<file path="src/rtl/sprite_layer_renderer.sv">
// Composites NUM_SPRITES positioned, integer-scaled, animated sprites over a background
// colour with a fixed 2-cycle pipeline. Optional macro SPRITE_FLIP_EN adds per-slot mirroring.
module sprite_layer_renderer #(
    parameter int NUM_SPRITES = 4,
    parameter int SPRITE_W    = 16,
    parameter int SPRITE_H    = 16,
    parameter int SCALE_LOG2  = 1,
    parameter int NUM_FRAMES  = 2,
    parameter int FRAME_DIV   = 8,
    parameter int IDX_W       = 4,
    parameter int TRANSP_IDX  = 0,
    localparam int ROM_AW     = $clog2(SPRITE_W * SPRITE_H * NUM_FRAMES),
    localparam int AF_W       = (NUM_FRAMES > 1) ? $clog2(NUM_FRAMES) : 1
) (
    input  logic                          vga_clk,
    input  logic                          reset,
    input  logic [9:0]                    DrawX,
    input  logic [9:0]                    DrawY,
    input  logic                          blank,
    input  logic                          frame_start,
    input  logic [10*NUM_SPRITES-1:0]     sprite_x,
    input  logic [10*NUM_SPRITES-1:0]     sprite_y,
    input  logic [NUM_SPRITES-1:0]        sprite_en,
`ifdef SPRITE_FLIP_EN
    input  logic [NUM_SPRITES-1:0]        sprite_flip,
`endif
    input  logic [3:0]                    bg_red,
    input  logic [3:0]                    bg_green,
    input  logic [3:0]                    bg_blue,
    output logic [ROM_AW*NUM_SPRITES-1:0] rom_addr,
    input  logic [IDX_W*NUM_SPRITES-1:0]  rom_q,
    output logic [IDX_W-1:0]              pal_index,
    input  logic [3:0]                    pal_red,
    input  logic [3:0]                    pal_green,
    input  logic [3:0]                    pal_blue,
    output logic [3:0]                    red,
    output logic [3:0]                    green,
    output logic [3:0]                    blue,
    output logic [AF_W-1:0]               anim_frame
);

    localparam int FD_W = (FRAME_DIV > 1) ? $clog2(FRAME_DIV) : 1;
    localparam logic [10:0]      SCR_W    = 11'(SPRITE_W << SCALE_LOG2);
    localparam logic [10:0]      SCR_H    = 11'(SPRITE_H << SCALE_LOG2);
    localparam logic [10:0]      TX_LAST  = 11'(SPRITE_W - 1);
    localparam logic [FD_W-1:0]  DIV_LAST = FD_W'(FRAME_DIV - 1);
    localparam logic [AF_W-1:0]  FRM_LAST = AF_W'(NUM_FRAMES - 1);
    localparam logic [IDX_W-1:0] TRANSP   = IDX_W'(TRANSP_IDX);

    logic [10*NUM_SPRITES-1:0] x_q, y_q;
    logic [NUM_SPRITES-1:0]    en_q, flip_s;
    logic [FD_W-1:0]           div_q, div_d;
    logic [AF_W-1:0]           anim_q, anim_d;
    logic [NUM_SPRITES-1:0]    hit_s, hit_q;
    logic                      blank_q;
    logic [10:0]               dx_s, dy_s, tx_s, ty_s;
    logic [31:0]               addr_s;
    logic                      win_s;
    logic [IDX_W-1:0]          pal_idx_s;
    logic [11:0]               rgb_d, rgb_q;

    // Slot placement is only sampled at vblank so a frame never tears.
    always_ff @(posedge vga_clk or posedge reset) begin
        if (reset) begin
            x_q  <= '0;
            y_q  <= '0;
            en_q <= '0;
        end else if (frame_start) begin
            x_q  <= sprite_x;
            y_q  <= sprite_y;
            en_q <= sprite_en;
        end
    end

`ifdef SPRITE_FLIP_EN
    logic [NUM_SPRITES-1:0] flip_q;
    always_ff @(posedge vga_clk or posedge reset) begin
        if (reset) begin
            flip_q <= '0;
        end else if (frame_start) begin
            flip_q <= sprite_flip;
        end
    end
    assign flip_s = flip_q;
`else
    assign flip_s = '0;
`endif

    always_comb begin
        div_d  = div_q;
        anim_d = anim_q;
        if (frame_start) begin
            if (div_q == DIV_LAST) begin
                div_d = '0;
                if (NUM_FRAMES <= 1) begin
                    anim_d = '0;
                end else if (anim_q == FRM_LAST) begin
                    anim_d = '0;
                end else begin
                    anim_d = anim_q + 1'b1;
                end
            end else begin
                div_d = div_q + 1'b1;
            end
        end else begin
            div_d  = div_q;
            anim_d = anim_q;
        end
    end

    always_ff @(posedge vga_clk or posedge reset) begin
        if (reset) begin
            div_q  <= '0;
            anim_q <= '0;
        end else begin
            div_q  <= div_d;
            anim_q <= anim_d;
        end
    end

    // Differences are 11 bits wide so a pixel left of/above the sprite sets bit 10.
    always_comb begin
        hit_s    = '0;
        rom_addr = '0;
        dx_s     = '0;
        dy_s     = '0;
        tx_s     = '0;
        ty_s     = '0;
        addr_s   = '0;
        for (int i = 0; i < NUM_SPRITES; i++) begin
            dx_s   = {1'b0, DrawX} - {1'b0, x_q[10*i +: 10]};
            dy_s   = {1'b0, DrawY} - {1'b0, y_q[10*i +: 10]};
            tx_s   = flip_s[i] ? (TX_LAST - (dx_s >> SCALE_LOG2)) : (dx_s >> SCALE_LOG2);
            ty_s   = dy_s >> SCALE_LOG2;
            addr_s = 32'(anim_q) * 32'(SPRITE_W * SPRITE_H) + 32'(ty_s) * 32'(SPRITE_W) + 32'(tx_s);
            if (en_q[i] && !dx_s[10] && (dx_s < SCR_W) && !dy_s[10] && (dy_s < SCR_H)) begin
                hit_s[i]                      = 1'b1;
                rom_addr[ROM_AW*i +: ROM_AW]  = ROM_AW'(addr_s);
            end else begin
                hit_s[i]                      = 1'b0;
                rom_addr[ROM_AW*i +: ROM_AW]  = '0;
            end
        end
    end

    always_ff @(posedge vga_clk or posedge reset) begin
        if (reset) begin
            hit_q   <= '0;
            blank_q <= 1'b0;
        end else begin
            hit_q   <= hit_s;
            blank_q <= blank;
        end
    end

    // Scanning from the highest slot down lets the lowest opaque slot overwrite.
    always_comb begin
        win_s     = 1'b0;
        pal_idx_s = '0;
        for (int i = NUM_SPRITES - 1; i >= 0; i--) begin
            if (hit_q[i] && (rom_q[IDX_W*i +: IDX_W] != TRANSP)) begin
                win_s     = 1'b1;
                pal_idx_s = rom_q[IDX_W*i +: IDX_W];
            end else begin
                win_s     = win_s;
                pal_idx_s = pal_idx_s;
            end
        end
    end

    assign pal_index = pal_idx_s;

    always_comb begin
        rgb_d = 12'h000;
        if (!blank_q) begin
            rgb_d = 12'h000;
        end else if (win_s) begin
            rgb_d = {pal_red, pal_green, pal_blue};
        end else begin
            rgb_d = {bg_red, bg_green, bg_blue};
        end
    end

    always_ff @(posedge vga_clk or posedge reset) begin
        if (reset) begin
            rgb_q <= 12'h000;
        end else begin
            rgb_q <= rgb_d;
        end
    end

    assign red        = rgb_q[11:8];
    assign green      = rgb_q[7:4];
    assign blue       = rgb_q[3:0];
    assign anim_frame = anim_q;

endmodule

</file>
<file path="config.mk">
export PLATFORM = sky130hd
export DESIGN_NAME = sprite_layer_renderer
export DESIGN_NICKNAME = d
export VERILOG_FILES = /design/src/rtl/sprite_layer_renderer.sv
export SDC_FILE = /design/constraint.sdc
export NUM_CORES = 1
export LEC_CHECK = 0
export ABC_AREA = 1
export BUFFER_PORTS_ARGS = -buffer_cell sky130_fd_sc_hd__buf_2
export CORE_ASPECT_RATIO = 1.4
export CORE_MARGIN = 2
export CORE_UTILIZATION = 35
export CTS_CLUSTER_SIZE = 24
export DETAILED_ROUTE_END_ITERATION = 6
export PLACE_DENSITY_LB_ADDON = 0.05
export SKIP_LAST_GASP = 1
export SLEW_MARGIN = 5
export SYNTH_ARGS = -nofsm -noshare
export SYNTH_HDL_FRONTEND = slang
export SYNTH_SLANG_ARGS = --single-unit
</file>
<file path="constraint.sdc">
create_clock -name vga_clk -period 2.8 [get_ports vga_clk]
set_input_delay 0.14 -clock vga_clk [delete_from_list [all_inputs] [get_ports vga_clk]]
set_output_delay 0.14 -clock vga_clk [all_outputs]
set_load 0.1 [all_outputs]
</file>
# Word-level counts from Yosys, hierarchy flattened
# Cells that the tools add are included.
# Widths: inputs -> output; s select.
op_classes:
  addsub: 18
  n_eq_ne: 1
  muxes: 20
  n_reduce_logical: 33
  n_lt_le_gt_ge: 8
ops:
  columns: ["op", "count"]
  rows:
  - ["$lt 11x6->1 const B", 8]
  - ["$sub 10x10->11", 8]
  - ["$add 9x9->9", 8]
  - ["$mux 9", 4]
  - ["$mux 12", 2]
  - ["$logic_and 1x1->1", 20]
  - ["$mux 4", 4]
  - ["$reduce_bool 4->1", 4]
  - ["$mux 1", 9]
  - ["$logic_not 1->1", 8]
  - ["$add 3x1->3 const B", 1]
  - ["$eq 3x3->1 const B", 1]
  - ["$mux 3", 1]
  - ["$reduce_and 2->1", 1]
  - ["$add 1x1->1 const B", 1]
totals:
  out_inout_bits: 53
  word_cells: 88
  input_bits: 148
  reg_bits: 105

# Depth between registers and ports, before layout
depth:
  depth_word: 8
  ltp_mapped: 26
  depth_no_buf: 26

# Least setup slack after synthesis
# OpenSTA, ideal clock, no wires.
synth_timing:
  path_type: "reg-to-output"
  start: "register x_q[0]"
  end: "output port rom_addr[8]"
  required_ns: 2.660
  arrival_ns: 3.999
  path_buffers: 0
  stages_incl_launch_ff: 19
  slack_ns: -1.339
  path_cell_list: "dfrtp_1 -> nand2_1 -> fa_1 -> nand3_1 -> nand3_1 -> nand4_1 -> nand2_1 -> xor2_1 -> ha_1 -> ha_1 -> a21oi_1 -> nand2_1 -> xor2_1 -> or2_2 -> nand2_1 -> nand2_1 -> nand2_1 -> inv_1 -> nor2_1"
synth_between:
  elab_chain_len: 7
  word_cells_on_any_way: 9
  cone_classes: "add/sub (2); order compare (1); mux (1); reduce/logical (5)"
synth_rtl:
  columns: ["element", "line_no", "rtl"]
  rows:
  - ["start, declared", "50", "logic [10*NUM_SPRITES-1:0] x_q, y_q;"]
  - ["start signal, assigned", "69", "x_q <= sprite_x;"]
  - ["$sub 10x10->11 *", "131", "dx_s = {1'b0, DrawX} - {1'b0, x_q[10*i +: 10]};"]
  - ["parallel branches: the longest is 5 deep, another holds $lt 11x6->1", null, null]
  - ["$mux 9 *", "136", "if (en_q[i] && !dx_s[10] && (dx_s < SCR_W) && !dy_s[10] && (dy_s < SCR_H)) begin"]
  - ["end, declared", "30", "output logic [ROM_AW*NUM_SPRITES-1:0] rom_addr,"]
# Every way passes the cells marked *.

# Final worst setup path
# Same ends and word-level chain as after synthesis.

==> qor.txt <==
=================================================================================
Total track usage                                                           0.206
Number of global-route vias before repair                                   9,372
Count of H-tree levels built during CTS                                         3
Starting density of the core                                                0.354
Core outline area                                                     0.0259 mm^2
Average wire per standard cell                                            13.5 um
Fraction of final layout cells with drive strength greater than 1           0.386
Top Ports                                                                     201
Sort of element at the start of the critical path                       flip-flop
Syn Std Cell Area                                                    0.00917 mm^2
Port Buffer Count                                                             200
Max frequency                                                           0.288 GHz
Setup repair after global routing missed its margin                           yes
Static leakage                                                            7.73 nW
Vertical die dimension                                                     196 um
Min-delay src                                                        sprite_x[23]
Final critical path time including I/O delays and setup                   3470 ps
Critical path arrival                                                     3330 ps
Max Cap Violations                                                              0
Leading cell types by total area after synthesis                     sky130_fd_sc_hd__dfrtp_1 29%, sky130_fd_sc_hd__nand2_1 15%, sky130_fd_sc_hd__ha_1 14%
Yosys warning total                                                             0
Worst Path Max Fanout                                                           3
Final Cycle Share                                                            1.24
Cell breakdown of the critical path                                  nand2_2 > fa_2 > nand3_2 > nand3_2 > nand4_1 > nand2_2 > xor2_4 > ha_4 > ha_4 > a21oi_2 > nand2_2 > xor2_2 > or2_4 > nand2_2 > nand2_1 > nand2_1 > inv_2 > nor2_4 > buf_12
Cell with the most instances on the worst path                       sky130_fd_sc_hd__nand2_2
Final worst setup slack                                                   -669 ps
Fin Clk Skew                                                              7.44 ps
Number of nets with antenna violations after detailed routing                   0
Final Hold Violating Endpoints                                                  0
Skew-Pair Late Insertion Delay                                             370 ps
Clock Root Buffer                                                    sky130_fd_sc_hd__clkbuf_16
Total overflow reported by the global router                                    0
Required @ worst endpoint                                                 2660 ps
Max clock buf depth                                                             2
Post-Place Setup Slack                                                    -451 ps
Via count                                                                   9,567
Fin cells                                                                   2,094
TritonCTS sink count                                                          105
Hold path depth                                                                 3
Critical path buffer and inverter count                                         2
Worst path top cell family by delay                                  simple AND/OR/NAND/NOR gates
GP Congestion                                                               0.866
Violations in the final reports                                      setup timing
Final net count                                                             2,027
Crit Path Category                                                   flip-flop to output pin
Clock-pin slew on the worst setup and hold paths                            80 ps
Startpoint of the lowest-slack register-to-register path                  x_q[20]
Net Count, Synth                                                            1,575
Actual transition at the worst max-transition pin                          854 ps
Detailed Route WL                                                       28,200 um
Sort of element at the end of the critical path                        output pin
Number of DRC markers after the initial detailed-route iteration              288
FF-to-FF End                                                             hit_q[2]
Number of diodes added for antenna fixing                                       0
Number of vias per cell                                                      4.57
End of the worst hold path                                                x_q[23]
Power Dens Cells                                                      485 mW/mm^2
Setup slack, reg-to-reg                                                    490 ps
Area added between synthesis and finish                                     64.7%
Number of optimization iterations in the first detailed-route pass              4
Slowest cell delay on critical path                                        410 ps
Synthesized instance count                                                  1,313
DP Wirelength                                                           22,200 um
Outcome                                                              finished, violations left
Share of the synthesized area in the top cell type                          0.287
Normalized max-slew margin                                                  0.430
DRC violations left                                                             0
Min-Delay Path Class                                                 input pin to flip-flop
Total instance count after detailed placement                               1,971
Largest vdd supply drop                                                    356 uV
Area of the die                                                       0.0275 mm^2
Total count of max-transition violations in the final report                    0
Global-route wire length before repair                                  45,200 um
Num CTS Buffers                                                                 9
Total power of the final layout                                           7.33 mW
Horizontal extent of the die                                               141 um
Num rows                                                                       70
Part of the Yosys area used for sequential elements                         0.287
Post-synthesis register bit count                                             105
Synth unique cells                                                             39
Clock tree from TritonCTS                                                     yes
Critical Path Slowest Stage Cell                                     sky130_fd_sc_hd__fa_2
Cell type with the largest total area after synthesis                sky130_fd_sc_hd__dfrtp_1
Number of antenna violations at the first check in global routing               0
Average cell area after synthesis                                       6.98 um^2
Pin count of the biggest net entering global routing                           54
Depth of the worst register-to-register path                                   18
Endpoints failing setup                                                        34
=================================================================================
## sequential cells by signal, indices dropped and copies added (netlist names)
signal and flops:
hit_q 4, anim_frame 1, x_q 40, y_q 40, div_q 3, en_q 4
blank_q 1, rgb_q 12
## what timing repair did
action	in CTS	in global routing
endpoints found under the hold margin	110	0
setup endpoints to repair	36	36
hold buffers	80	0
pin swaps	57	79
gates cloned	1	0
buffers inserted	22	9
resized for setup	134	107
## report_power, final
| part | switching (mW) | internal [mW] | leakage [nW] |
|---|---|---|---|
| Clock | 0.655 | 0.617 | 0.134 |
| Combinational | 2.28 | 2.05 | 6.32 |
| Sequential | 0.0627 | 1.66 | 1.28 |
| Total | 3.00 | 4.33 | 7.73 |
## layout by cell type (no fill, tap or decap), types with 5 or more instances in the layout
cell                            count
sky130_fd_sc_hd__nand2_4            5
sky130_fd_sc_hd__clkbuf_16         10
sky130_fd_sc_hd__inv_1            201
sky130_fd_sc_hd__nand2_1          315
sky130_fd_sc_hd__nand3_1           59
sky130_fd_sc_hd__buf_2            163
sky130_fd_sc_hd__xnor2_1           17
sky130_fd_sc_hd__a21oi_2           12
sky130_fd_sc_hd__nor2_1            69
sky130_fd_sc_hd__buf_12            45
sky130_fd_sc_hd__nand2_2           55
sky130_fd_sc_hd__buf_4            165
sky130_fd_sc_hd__o21ai_0           91
sky130_fd_sc_hd__nand3_2           20
sky130_fd_sc_hd__xor2_2             5
sky130_fd_sc_hd__ha_1              47
sky130_fd_sc_hd__dfrtp_1          105
sky130_fd_sc_hd__a31oi_1            9
sky130_fd_sc_hd__buf_6              9
sky130_fd_sc_hd__ha_4              51
sky130_fd_sc_hd__nor2_2            10
sky130_fd_sc_hd__nor2_4            39
sky130_fd_sc_hd__inv_2             34
sky130_fd_sc_hd__a21o_1             6
sky130_fd_sc_hd__dlygate4sd3_1     80
sky130_fd_sc_hd__fa_2              11
sky130_fd_sc_hd__xor2_1            11
sky130_fd_sc_hd__mux2_2            14
sky130_fd_sc_hd__a21oi_1           29
sky130_fd_sc_hd__nand4_1           25
## cells by family after synthesis
logic type      share of synthesized area
xor+xnor                           0.0372
mux                                0.0172
simple gates                        0.287
flops                               0.287
compound gates                      0.101
fa+ha+maj                           0.165
buf+inv                             0.106
## synth_stat cells
master	count
sky130_fd_sc_hd__inv_1	235
sky130_fd_sc_hd__o21bai_1	4
sky130_fd_sc_hd__xnor2_1	21
sky130_fd_sc_hd__buf_4	1
sky130_fd_sc_hd__dfrtp_1	105
sky130_fd_sc_hd__buf_2	2
sky130_fd_sc_hd__or2_2	2
sky130_fd_sc_hd__a21oi_4	1
sky130_fd_sc_hd__nand4_4	3
sky130_fd_sc_hd__fa_1	12
sky130_fd_sc_hd__nand2_2	5
sky130_fd_sc_hd__mux2_2	14
sky130_fd_sc_hd__and2_1	2
sky130_fd_sc_hd__nand2_1	370
sky130_fd_sc_hd__o41ai_1	1
sky130_fd_sc_hd__o21bai_2	1
sky130_fd_sc_hd__o21a_1	3
sky130_fd_sc_hd__and3_1	1
sky130_fd_sc_hd__nor3_1	5
sky130_fd_sc_hd__inv_2	1
sky130_fd_sc_hd__o21ai_0	91
sky130_fd_sc_hd__ha_1	102
sky130_fd_sc_hd__a21oi_1	41
sky130_fd_sc_hd__nand3_2	5
sky130_fd_sc_hd__nand3_1	77
sky130_fd_sc_hd__nand4_1	25
sky130_fd_sc_hd__clkbuf_1	19
sky130_fd_sc_hd__a31oi_1	11
sky130_fd_sc_hd__o31ai_4	1
sky130_fd_sc_hd__o211ai_1	2
sky130_fd_sc_hd__nand3b_1	4
sky130_fd_sc_hd__a21boi_0	1
sky130_fd_sc_hd__nor2_2	5
sky130_fd_sc_hd__a21oi_2	1
sky130_fd_sc_hd__a31o_2	1
sky130_fd_sc_hd__nor2_1	113
sky130_fd_sc_hd__a21o_1	6
sky130_fd_sc_hd__xor2_1	18
sky130_fd_sc_hd__nor3_2	1
## how the worst max path moves through the flow
stage,cells past startpoint,from,slack (ps),to
2_1_floorplan,18,x_q[0],-370,rom_addr[8]
3_3_place_gp,21,DrawX[0],-380,rom_addr[8]
3_5_place_dp,26,DrawX[0],-450,rom_addr[17]
4_1_cts,19,x_q[0],-680,rom_addr[8]
5_1_grt,24,x_q[10],-840,rom_addr[17]
6_report,19,x_q[0],-670,rom_addr[8]
## metrics by stage
stage / cell area (um^2) / hold slack (ps) / utilization / TNS, ps
final: 15100 / 3.82 / 0.583 / -6640
after global routing: 15100 / 3.75 / 0.583 / -12460
after CTS: 14600 / 0.353 / 0.563 / -7200
after global placement: 12600 / 259 / 0.488 / -2510
after floorplan: 9530 / 171 / - / -2290
after detailed placement: 12600 / 255 / 0.488 / -3320
## cell type report
type / instances / area [um^2]
sequential: 105 / 2630
fill: 2456 / 10800
timing repair buffer: 463 / 3880
multi-input combinational: 950 / 7020
tap: 324 / 405
clock buffer: 10 / 229
inverter: 236 / 890
clock inverter: 6 / 51.3
## worst reg2reg max path, stage by stage (launching register included)
cell                      delay (ps)
sky130_fd_sc_hd__dfrtp_1         380
sky130_fd_sc_hd__nand2_2          80
sky130_fd_sc_hd__buf_4           150
sky130_fd_sc_hd__buf_4           120
sky130_fd_sc_hd__buf_4           130
sky130_fd_sc_hd__nand2_1          70
sky130_fd_sc_hd__nand2_2          50
sky130_fd_sc_hd__nand2_1          80
sky130_fd_sc_hd__nand2_1          50
sky130_fd_sc_hd__nand2_1          70
sky130_fd_sc_hd__nand2_2          80
sky130_fd_sc_hd__buf_4           140
sky130_fd_sc_hd__nor2_1           70
sky130_fd_sc_hd__nand3_1         100
sky130_fd_sc_hd__nor2_2          180
sky130_fd_sc_hd__nand4_4         120
sky130_fd_sc_hd__buf_12          180
sky130_fd_sc_hd__buf_4           150
sky130_fd_sc_hd__inv_1            50
## layer usage
layer  track usage  up-vias  wire length, um
met3        0.0226       26              810
met5             0        -                0
li1              -     5078                -
met4        0.0574        0              536
met2         0.383      170            14500
met1         0.249     4293            12400
(Power assumes the default switching activity.)
